[src/rtl/demux_rr_scheduler_pkg.sv]
// demux_sched_pkg: shared types and constants for demux_rr_scheduler
//   sched_state_e     : scheduler FSM states
//   DEFAULT_N         : default number of destination channels
//   DEFAULT_FRAME_LEN : default bits per granted frame
//   TIMEOUT_CYCLES    : idle cycles before a frame is aborted (DEMUX_SCHED_TIMEOUT_EN)
package demux_sched_pkg;
   typedef enum logic [1:0] {IDLE, ARB, XFER} sched_state_e;
   localparam int DEFAULT_N = 16;
   localparam int DEFAULT_FRAME_LEN = 8;
   localparam int TIMEOUT_CYCLES = 32;
endpackage

[src/rtl/demux_rr_scheduler_if.sv]
// demux_rr_scheduler_if: request, serial source and demux output bundle
//   master : drives dst_req, in_valid, in_data; observes everything else
//   slave  : the scheduler side, drives in_ready, sel, out, out_valid, busy, frame_done, abort
interface demux_rr_scheduler_if import demux_sched_pkg::*; #(parameter int N = DEFAULT_N);
   localparam int SW = $clog2(N);
   logic [N-1:0]  dst_req;
   logic          in_valid;
   logic          in_data;
   logic          in_ready;
   logic [SW-1:0] sel;
   logic [N-1:0]  out;
   logic [N-1:0]  out_valid;
   logic          busy;
   logic          frame_done;
   logic          abort;
   modport master (output dst_req, in_valid, in_data,
                   input  in_ready, sel, out, out_valid, busy, frame_done, abort);
   modport slave  (input  dst_req, in_valid, in_data,
                   output in_ready, sel, out, out_valid, busy, frame_done, abort);
endinterface

[src/rtl/demux_rr_scheduler_rr_arbiter.sv]
// rr_arbiter: combinational round-robin pick of the first request strictly after last
//   req       : per-channel requests
//   last      : previously granted channel
//   gnt_idx   : chosen channel
//   gnt_valid : any request present
module rr_arbiter #(parameter int N = 16) (
   input  logic [N-1:0]         req,
   input  logic [$clog2(N)-1:0] last,
   output logic [$clog2(N)-1:0] gnt_idx,
   output logic                 gnt_valid
);
   localparam int SW = $clog2(N);
   always_comb begin
      gnt_idx = '0;
      gnt_valid = |req;
      // Scan farthest offset first so the nearest requester after last wins;
      // SW-bit addition wraps N-1 to 0, and offset N lands on last itself.
      for (int k = N; k > 0; k--)
         if (req[last + SW'(k)]) gnt_idx = last + SW'(k);
   end
endmodule

[src/rtl/demux_rr_scheduler.sv]
// demux_rr_scheduler: round-robin grant of one serial stream to N demux channels in fixed frames
//   clk, rst_n : clock, asynchronous active-low reset
//   bus        : demux_rr_scheduler_if.slave (requests, serial source, demux outputs, status)
//   Optional DEMUX_SCHED_TIMEOUT_EN: abort a frame after TIMEOUT_CYCLES consecutive idle cycles.
module demux_rr_scheduler import demux_sched_pkg::*; #(
   parameter int N = DEFAULT_N,
   parameter int FRAME_LEN = DEFAULT_FRAME_LEN
) (
   input logic clk,
   input logic rst_n,
   demux_rr_scheduler_if.slave bus
);
   localparam int SW = $clog2(N);
   localparam int CW = (FRAME_LEN > 1) ? $clog2(FRAME_LEN) : 1;
   sched_state_e  r_state;
   logic [SW-1:0] r_sel, r_last, w_gnt_idx;
   logic          w_gnt_valid;
   logic [CW-1:0] r_cnt;
   logic [N-1:0]  r_out, r_out_valid;
   logic          r_frame_done;
   logic          w_beat, w_last_beat;
   rr_arbiter #(.N(N)) u_arb (
      .req(bus.dst_req),
      .last(r_last),
      .gnt_idx(w_gnt_idx),
      .gnt_valid(w_gnt_valid)
   );
   assign w_beat = bus.in_valid & (r_state == XFER);
   assign w_last_beat = w_beat && (r_cnt == CW'(FRAME_LEN - 1));
`ifdef DEMUX_SCHED_TIMEOUT_EN
   localparam int IW = $clog2(TIMEOUT_CYCLES) + 1;
   logic [IW-1:0] r_idle;
   logic          r_abort;
   logic          w_timeout;
   // The cycle that would make the idle run TIMEOUT_CYCLES long triggers the abort.
   assign w_timeout = (r_state == XFER) && !w_beat && (r_idle == IW'(TIMEOUT_CYCLES - 1));
   assign bus.abort = r_abort;
`else
   assign bus.abort = 1'b0;
`endif
   always_ff @(posedge clk or negedge rst_n) begin
      if (!rst_n) begin
         r_state <= IDLE;
         r_sel <= '0;
         r_last <= SW'(N - 1);
         r_cnt <= '0;
         r_out <= '0;
         r_out_valid <= '0;
         r_frame_done <= 1'b0;
`ifdef DEMUX_SCHED_TIMEOUT_EN
         r_idle <= '0;
         r_abort <= 1'b0;
`endif
      end else begin
         r_out <= '0;
         r_out_valid <= '0;
         r_frame_done <= 1'b0;
`ifdef DEMUX_SCHED_TIMEOUT_EN
         r_abort <= 1'b0;
`endif
         case (r_state)
            IDLE: r_state <= (|bus.dst_req) ? ARB : IDLE;
            ARB: begin
               r_state <= w_gnt_valid ? XFER : IDLE;
               if (w_gnt_valid) begin
                  r_sel <= w_gnt_idx;
                  r_last <= w_gnt_idx;
               end
               r_cnt <= '0;
`ifdef DEMUX_SCHED_TIMEOUT_EN
               r_idle <= '0;
`endif
            end
            XFER: begin
               if (w_beat) begin
                  r_out[r_sel] <= bus.in_data;
                  r_out_valid[r_sel] <= 1'b1;
                  r_cnt <= w_last_beat ? '0 : r_cnt + 1'b1;
`ifdef DEMUX_SCHED_TIMEOUT_EN
                  r_idle <= '0;
`endif
                  if (w_last_beat) begin
                     r_frame_done <= 1'b1;
                     r_state <= (|bus.dst_req) ? ARB : IDLE;
                  end
               end
`ifdef DEMUX_SCHED_TIMEOUT_EN
               else if (w_timeout) begin
                  r_abort <= 1'b1;
                  r_state <= IDLE;
               end else r_idle <= r_idle + 1'b1;
`endif
            end
            default: r_state <= IDLE;
         endcase
      end
   end
   assign bus.in_ready = (r_state == XFER);
   assign bus.busy = (r_state != IDLE);
   assign bus.sel = r_sel;
   assign bus.out = r_out;
   assign bus.out_valid = r_out_valid;
   assign bus.frame_done = r_frame_done;
endmodule

[src/flat_wrapper.sv]
// flat-port wrapper written by rule: the top's interface ports become plain ports
module demux_rr_scheduler_flat import demux_sched_pkg::*;
#(
   parameter int N = DEFAULT_N,
   parameter int FRAME_LEN = DEFAULT_FRAME_LEN
)
  (clk, rst_n, bus_dst_req, bus_in_valid, bus_in_data, bus_in_ready, bus_sel, bus_out, bus_out_valid, bus_busy, bus_frame_done, bus_abort);
  demux_rr_scheduler_if #(.N(N)) bus_i ();
  input logic clk;
  input logic rst_n;
  input wire logic [$bits(bus_i.dst_req)-1:0] bus_dst_req;
  input wire logic [$bits(bus_i.in_valid)-1:0] bus_in_valid;
  input wire logic [$bits(bus_i.in_data)-1:0] bus_in_data;
  output wire logic [$bits(bus_i.in_ready)-1:0] bus_in_ready;
  output wire logic [$bits(bus_i.sel)-1:0] bus_sel;
  output wire logic [$bits(bus_i.out)-1:0] bus_out;
  output wire logic [$bits(bus_i.out_valid)-1:0] bus_out_valid;
  output wire logic [$bits(bus_i.busy)-1:0] bus_busy;
  output wire logic [$bits(bus_i.frame_done)-1:0] bus_frame_done;
  output wire logic [$bits(bus_i.abort)-1:0] bus_abort;
  assign bus_i.dst_req = bus_dst_req;
  assign bus_i.in_valid = bus_in_valid;
  assign bus_i.in_data = bus_in_data;
  assign bus_in_ready = bus_i.in_ready;
  assign bus_sel = bus_i.sel;
  assign bus_out = bus_i.out;
  assign bus_out_valid = bus_i.out_valid;
  assign bus_busy = bus_i.busy;
  assign bus_frame_done = bus_i.frame_done;
  assign bus_abort = bus_i.abort;
  demux_rr_scheduler #(.N(N), .FRAME_LEN(FRAME_LEN)) u_core (.clk(clk), .rst_n(rst_n), .bus(bus_i));
endmodule
[config.mk]
export PLATFORM = sky130hd
export DESIGN_NAME = demux_rr_scheduler_flat
export DESIGN_NICKNAME = d
export VERILOG_FILES = /design/src/rtl/demux_rr_scheduler_pkg.sv /design/src/rtl/demux_rr_scheduler_if.sv /design/src/rtl/demux_rr_scheduler_rr_arbiter.sv /design/src/rtl/demux_rr_scheduler.sv /design/src/flat_wrapper.sv
export SDC_FILE = /design/constraint.sdc
export NUM_CORES = 1
export LEC_CHECK = 0
export ABC_AREA = 1
export BUFFER_PORTS_ARGS = -buffer_cell sky130_fd_sc_hd__clkbuf_2
export CORE_ASPECT_RATIO = 0.6
export CORE_MARGIN = 2
export CORE_UTILIZATION = 61
export DETAILED_ROUTE_END_ITERATION = 12
export PLACE_DENSITY = 0.94
export SETUP_SLACK_MARGIN = 0.1
export SLEW_MARGIN = 20
export SYNTH_ARGS = -nofsm -noshare
export SYNTH_HDL_FRONTEND = slang
export SYNTH_SLANG_ARGS = --single-unit
[constraint.sdc]
create_clock -name clk -period 7.2 [get_ports clk]
set_input_delay 0.36 -clock clk [delete_from_list [all_inputs] [get_ports clk]]
set_output_delay 0.36 -clock clk [all_outputs]
set_load 0.01 [all_outputs]
=== Yosys cells after proc, flatten, opt, wreduce, memory -nomap -nowiden ===
Cells that the tools add are included.

* Register bits: 46
* Bits of input ports: 20
* Output and inout bits: 40

* $add $sub $neg: 16
* $lt $le $gt $ge: 18
* Equality and inequality tests: 5
* Mux-type cells: 65
* Bitwise gates (word level): 2
* Reductions and logical operators: 9

{| class="wikitable"
|+ Operator list
! cell !! number
|-
| < comparator 4 x 5 -> 1 bit, second input constant || 17
|-
| binary-select mux 1 bit (select 4 bit) || 16
|-
| two-way mux 16 bit || 4
|-
| two-way mux 4 bit || 16
|-
| adder 4 bit, second input constant || 8
|-
| two-way mux 1 bit || 21
|-
| adder 4 x 3 -> 4 bit, second input constant || 4
|-
| AND 16 bit || 1
|-
| OR reduction 16 bit || 1
|-
| adder 4 x 2 -> 4 bit, second input constant || 2
|-
| two-way mux 2 bit || 3
|-
| two-way mux 3 bit || 2
|-
| one-hot mux 2 bit (3 select lines) || 1
|-
| one-hot mux 3 bit (2 select lines) || 1
|-
| AND reduction 2 bit || 3
|-
| adder 4 x 1 -> 4 bit, second input constant || 1
|-
| demux 1 bit (select 4 bit) || 1
|-
| >= comparator 4 x 1 -> 1 bit, second input constant || 1
|-
| != test 2 x 1 -> 1 bit, second input constant || 2
|-
| nonzero test 2 bit || 2
|-
| adder 3 x 1 -> 3 bit, second input constant || 1
|-
| == test 3 bit, second input constant || 1
|-
| == test 2 x 1 -> 1 bit, second input constant || 1
|-
| == test 2 bit, second input constant || 1
|-
| other kinds (3) || 4
|}

=== Longest topological paths before layout ===
* Depth in word-level cells: 18
* Gate-level depth with buffers: 30
* Gate-level depth less buffers: 29

=== Hierarchy ===
A second synthesis with hierarchy kept.

* Cells, all modules: 511
* Area total of the unflattened synthesis: 3,303.2 um^2

{| class="wikitable"
|+ By module, submodules not included
! module !! times used !! cells each !! area each (um^2)
|-
| demux_rr_scheduler || 1 || 161 || 1,655.3
|-
| rr_arbiter || 1 || 350 || 1,647.8
|}

=== Worst setup path before layout ===
Ideal clock, no wire load.

* Path kind: flip-flop to flip-flop
* Start: register u_core.r_last[1]
* End: register u_core.r_sel[1] (netlist: u_core.bus.sel[1])
* Setup time: 0.118 ns
* Arrival time: 2.661 ns
* Required time: 7.082 ns
* Path slack: 4.421 ns
* Stages on the path, launching flop included: 27
* Path buffers: 2
* Clock period less this slack: 2.779 ns
* Cells stage by stage: dfstp_2 inv_1 buf_2 ha_1 inv_1 buf_2 nand3_1 nand3_1 o21ai_1 nand2_2 nand2_1 a21oi_1 nand3_1 nand2_1 nand2_1 nand2_1 nand2_1 nand2_1 nand2_1 nand2_1 nand2_1 nand2_1 nand2_1 nand2_1 nand2_1 nand2_1 nand2_1

* Longest elaborated chain between the ends: 18
* Elaborated cells between the ends (all ways): 63
* Those cells by class: add/sub (15); mux (48)

{| class="wikitable"
|+ Ends and longest elaborated chain
! element !! line !! RTL
|-
| from (decl) || demux_rr_scheduler.sv:16 || <nowiki>logic [SW-1:0] r_sel, r_last, w_gnt_idx;</nowiki>
|-
| from (signal assigned) || demux_rr_scheduler.sv:45 || <nowiki>r_last <= SW'(N - 1);</nowiki>
|-
| from (signal assigned) || demux_rr_scheduler.sv:67 || <nowiki>r_last <= w_gnt_idx;</nowiki>
|-
| adder 4 bit or binary-select mux 1 bit (select 4 bit) (tied branches) || demux_rr_scheduler_rr_arbiter.sv:19 || <nowiki>if (req[last + SW'(k)]) gnt_idx = last + SW'(k);</nowiki>
|-
| binary-select mux 1 bit (select 4 bit) or two-way mux 1 bit (tied branches) || demux_rr_scheduler_rr_arbiter.sv:19 ||
|-
| two-way mux 1 bit (implied by the code) or two-way mux 4 bit (tied branches) || demux_rr_scheduler_rr_arbiter.sv:19 ||
|-
| two-way mux 4 bit (14 in a row) || demux_rr_scheduler_rr_arbiter.sv:19 ||
|-
| two-way mux 4 bit * || demux_rr_scheduler_rr_arbiter.sv:19 ||
|-
| to (signal assigned) || demux_rr_scheduler.sv:66 || <nowiki>r_sel <= w_gnt_idx;</nowiki>
|-
| to (decl) || demux_rr_scheduler.sv:16 ||
|}

Mark *: on every way between the ends. The rest lies on a longest branch, timed or not. The select of a mux whose other input is x is not followed.
A chain may end at the register's enable or synchronous reset.

=== Worst setup path after layout ===
* Start: register u_core.r_last[0]
* End: register u_core.r_last[3]

* Longest elaborated chain between the ends: 18
* Elaborated cells between the ends (all ways): 63
* Those cells by class: add/sub (15); mux (48)

{| class="wikitable"
|+ Ends and longest elaborated chain
! element !! line
|-
| adder 4 bit or binary-select mux 1 bit (select 4 bit) (tied branches) || demux_rr_scheduler_rr_arbiter.sv:19
|-
| binary-select mux 1 bit (select 4 bit) or two-way mux 1 bit (tied branches) || demux_rr_scheduler_rr_arbiter.sv:19
|-
| two-way mux 1 bit (implied by the code) or two-way mux 4 bit (tied branches) || demux_rr_scheduler_rr_arbiter.sv:19
|-
| two-way mux 4 bit (14 in a row) || demux_rr_scheduler_rr_arbiter.sv:19
|-
| two-way mux 4 bit * || demux_rr_scheduler_rr_arbiter.sv:19
|}

Marked as above.

==> results.json <==
{
  "place_hpwl_um": 7200,
  "period_needed_ns": 4.03,
  "cts_hold_buf": 0,
  "grt_pass1_vias": 2959,
  "portBuffers": 58,
  "yosysTopAreaCell": "dfrtp_1",
  "startpoint_type": "flip-flop",
  "antenna_left": 0,
  "cts-root-buf": "clkbuf_8",
  "cts_sinks": 46,
  "tritoncts": "yes",
  "worst_pin_slew_ns": 0.978,
  "ys_top_cells_by_area": "dfrtp_1 (33%), nand2_1 (23%), nand3_1 (11%), a21oi_1 (6.4%), inv_1 (3.8%)",
  "synthFlopType": "dfrtp_1",
  "critPathLaunch": "u_core.r_last[0]",
  "max-cap-violations": 0,
  "drt-wirelength-per-cell_um": 15.2,
  "clk_pin_slew_worst_paths_ns": 0.09,
  "via_count": 3542,
  "grt_pass1_wl_um": 14800,
  "placedCellCount": 609,
  "worst-setup-path-type": "reg2reg",
  "syn_inst": 498,
  "postCtsSetupBuffers": 0,
  "num_antenna_cells": 0,
  "synth_cell_types": 31,
  "drtIter0Drc": 369,
  "grt_max_degree": 47,
  "synthesis.nets": 527,
  "drv_slew": 0,
  "critPathCaptureType": "flip-flop",
  "tns_ns": 0,
  "layout.cells.non_filler": 617,
  "track_usage_pct": 32.3,
  "nNetsFinal": 579,
  "crit_fanout": 32,
  "worstPathArrival_ns": 4.28,
  "die_h_um": 60.3,
  "rsz0062_at_grt": "no",
  "viasPerCell": 5.74,
  "async_reset_ff_share_pct": 100,
  "ys_seq_area_share_pct": 35.9,
  "place_congestion": 0.996,
  "hp-class": "in2async",
  "synth-seq-cells": 46,
  "syn_area_um2": 3220,
  "cts_buffer_depth": 2,
  "synth_top_area_share_pct": 32.6,
  "drt_wl_total_um": 9400,
  "start_util_pct": 63.5,
  "globalRoute.totalOverflow": 0,
  "antenna_found_initial": 0,
  "synth_commonest_cells": "nand2_1 (200), nand3_1 (68), dfrtp_1 (42)",
  "status": "finished clean",
  "synth-edff-count": 0,
  "numCtsBuffers": 5,
  "max-slew-margin-rel_pct": 34.8,
  "yosysWarnings": 0,
  "final_util_pct": 71.4,
  "drc_errors": 0,
  "drive_gt1_share_pct": 16.2,
  "die_x_um": 97.9,
  "synth_most_common_cell": "nand2_1",
  "clock_latency_ns": 0.30,
  "core_area_um2": 5080,
  "cp.required_ns": 7.45,
  "ios": 60,
  "syn2layout_area_growth_pct": 12.5,
  "synth_area_per_cell_um2": 6.47,
  "firstDrtPassIters": 6,
  "h-tree-depth": 2,
  "max_freq_mhz": 248,
  "hold_viol": 0,
  "fp-row-count": 20,
  "die_area_um2": 5900,
  "num-fill-cells": 422,
  "reg2reg_from": "u_core.r_last[0]",
  "setup_violations": 0,
  "cts_resized": 0,
  "skew_ns": 0.00447,
  "min_period_over_period_pct": 56.0
}
==> state kept, by name, summed over array words and instances (netlist names) <==
| signal | cells |
|---|---|
| u_core.bus.frame_done | 1 |
| u_core.bus.out | 16 |
| u_core.bus.out_valid | 16 |
| u_core.bus.sel | 4 |
| u_core.r_cnt | 3 |
| u_core.r_last | 4 |
| u_core.r_state | 2 |
==> routing by layer <==
| metal | share of wire [%] | vias to the layer above | global-route usage, % |
|---|---|---|---|
| met1 | 46 | 1623 | 50.6 |
| met2 | 40 | 210 | 43.0 |
| met5 | 0 | - | 0 |
| li1 | - | 1707 | - |
| met3 | 13 | 2 | 11.9 |
| met4 | 0.23 | 0 | 4.17 |
==> path summary, 6_finish.rpt <==
path / slack (ns) / cells after the start / to
setup / recovery: 3.17 / 26 / u_core.r_last[3]
hold / removal: 0.21 / 1 / u_core.bus.out_valid[0]
setup reg to reg: 3.17 / 26 / u_core.r_last[3]
hold reg to reg: 0.51 / 1 / u_core.r_state[0]
max in group asynchronous: 6.38 / 1 / u_core.bus.out_valid[11]
min in group clk: 0.32 / 3 / u_core.bus.frame_done
==> cell type report <==
type                    count  area [um^2]  area share (%)
multi-input cells         395         1820            50.2
flip-flops and latches     46         1160            31.9
repair buffers             58          290            8.00
inverters                  44          165            4.55
well taps                  66         82.6            2.28
clock buffers               5         68.8            1.90
clock inverters             3         43.8            1.21
==> cell usage in the layout (no fill, tap or decap), types with 2 or more instances in the layout <==
cell type	instances
a21oi_1	41
clkbuf_2	57
clkbuf_8	5
dfrtp_1	42
dfstp_2	4
ha_1	9
inv_1	33
inv_2	11
nand2_1	200
nand2_2	4
nand3_1	68
nor2_1	31
nor3_1	16
nor4_1	5
o21a_1	2
o21ai_0	6
o21ai_1	2
==> critical path, stage by stage, from the launching register on <==
cell     delay (ns)
dfstp_2        0.93
inv_2          0.29
ha_1           0.60
inv_1          0.31
nand3_1        0.16
nand2_1        0.08
o21ai_1        0.32
nand2_2        0.11
nand2_1        0.08
inv_1          0.04
nand2_1        0.05
nand2_1        0.05
nand2_1        0.06
nand2_1        0.05
nand2_1        0.05
nand2_1        0.05
nand2_1        0.05
nand2_1        0.06
nand2_1        0.07
nand2_1        0.05
nand2_1        0.05
nand2_1        0.08
nand2_1        0.09
nand2_1        0.05
nand2_1        0.05
nand2_1        0.09
nand2_1        0.08
==> cell families (layout without fill, tap and decap cells) <==
family	Yosys count	after routing	synth area share (%)
buffers and inverters	57	110	7.64
DFF	46	46	35.9
xor gates and xnor gates	4	4	1.90
other	1	1	0.116
adders and majority gates	9	9	3.49
and+or+nand+nor	328	328	42.5
AOI/OAI and AO/OA	53	53	8.50
==> stage by stage <==
step | hold slack (ns) | setup WS, ns | cell area, um^2
global route | 0.287 | 2.74 | 3630
finish | 0.213 | 3.17 | 3630
global placement | 0.471 | 3.40 | 3520
detailed placement | 0.495 | 3.33 | 3520
CTS | 0.285 | 3.30 | 3630
floorplan | 0.0644 | 4.42 | 3220
Power is left out: the tool's default activity adds up to more than one toggle a clock period on the data nets, which glitch-free logic cannot reach.
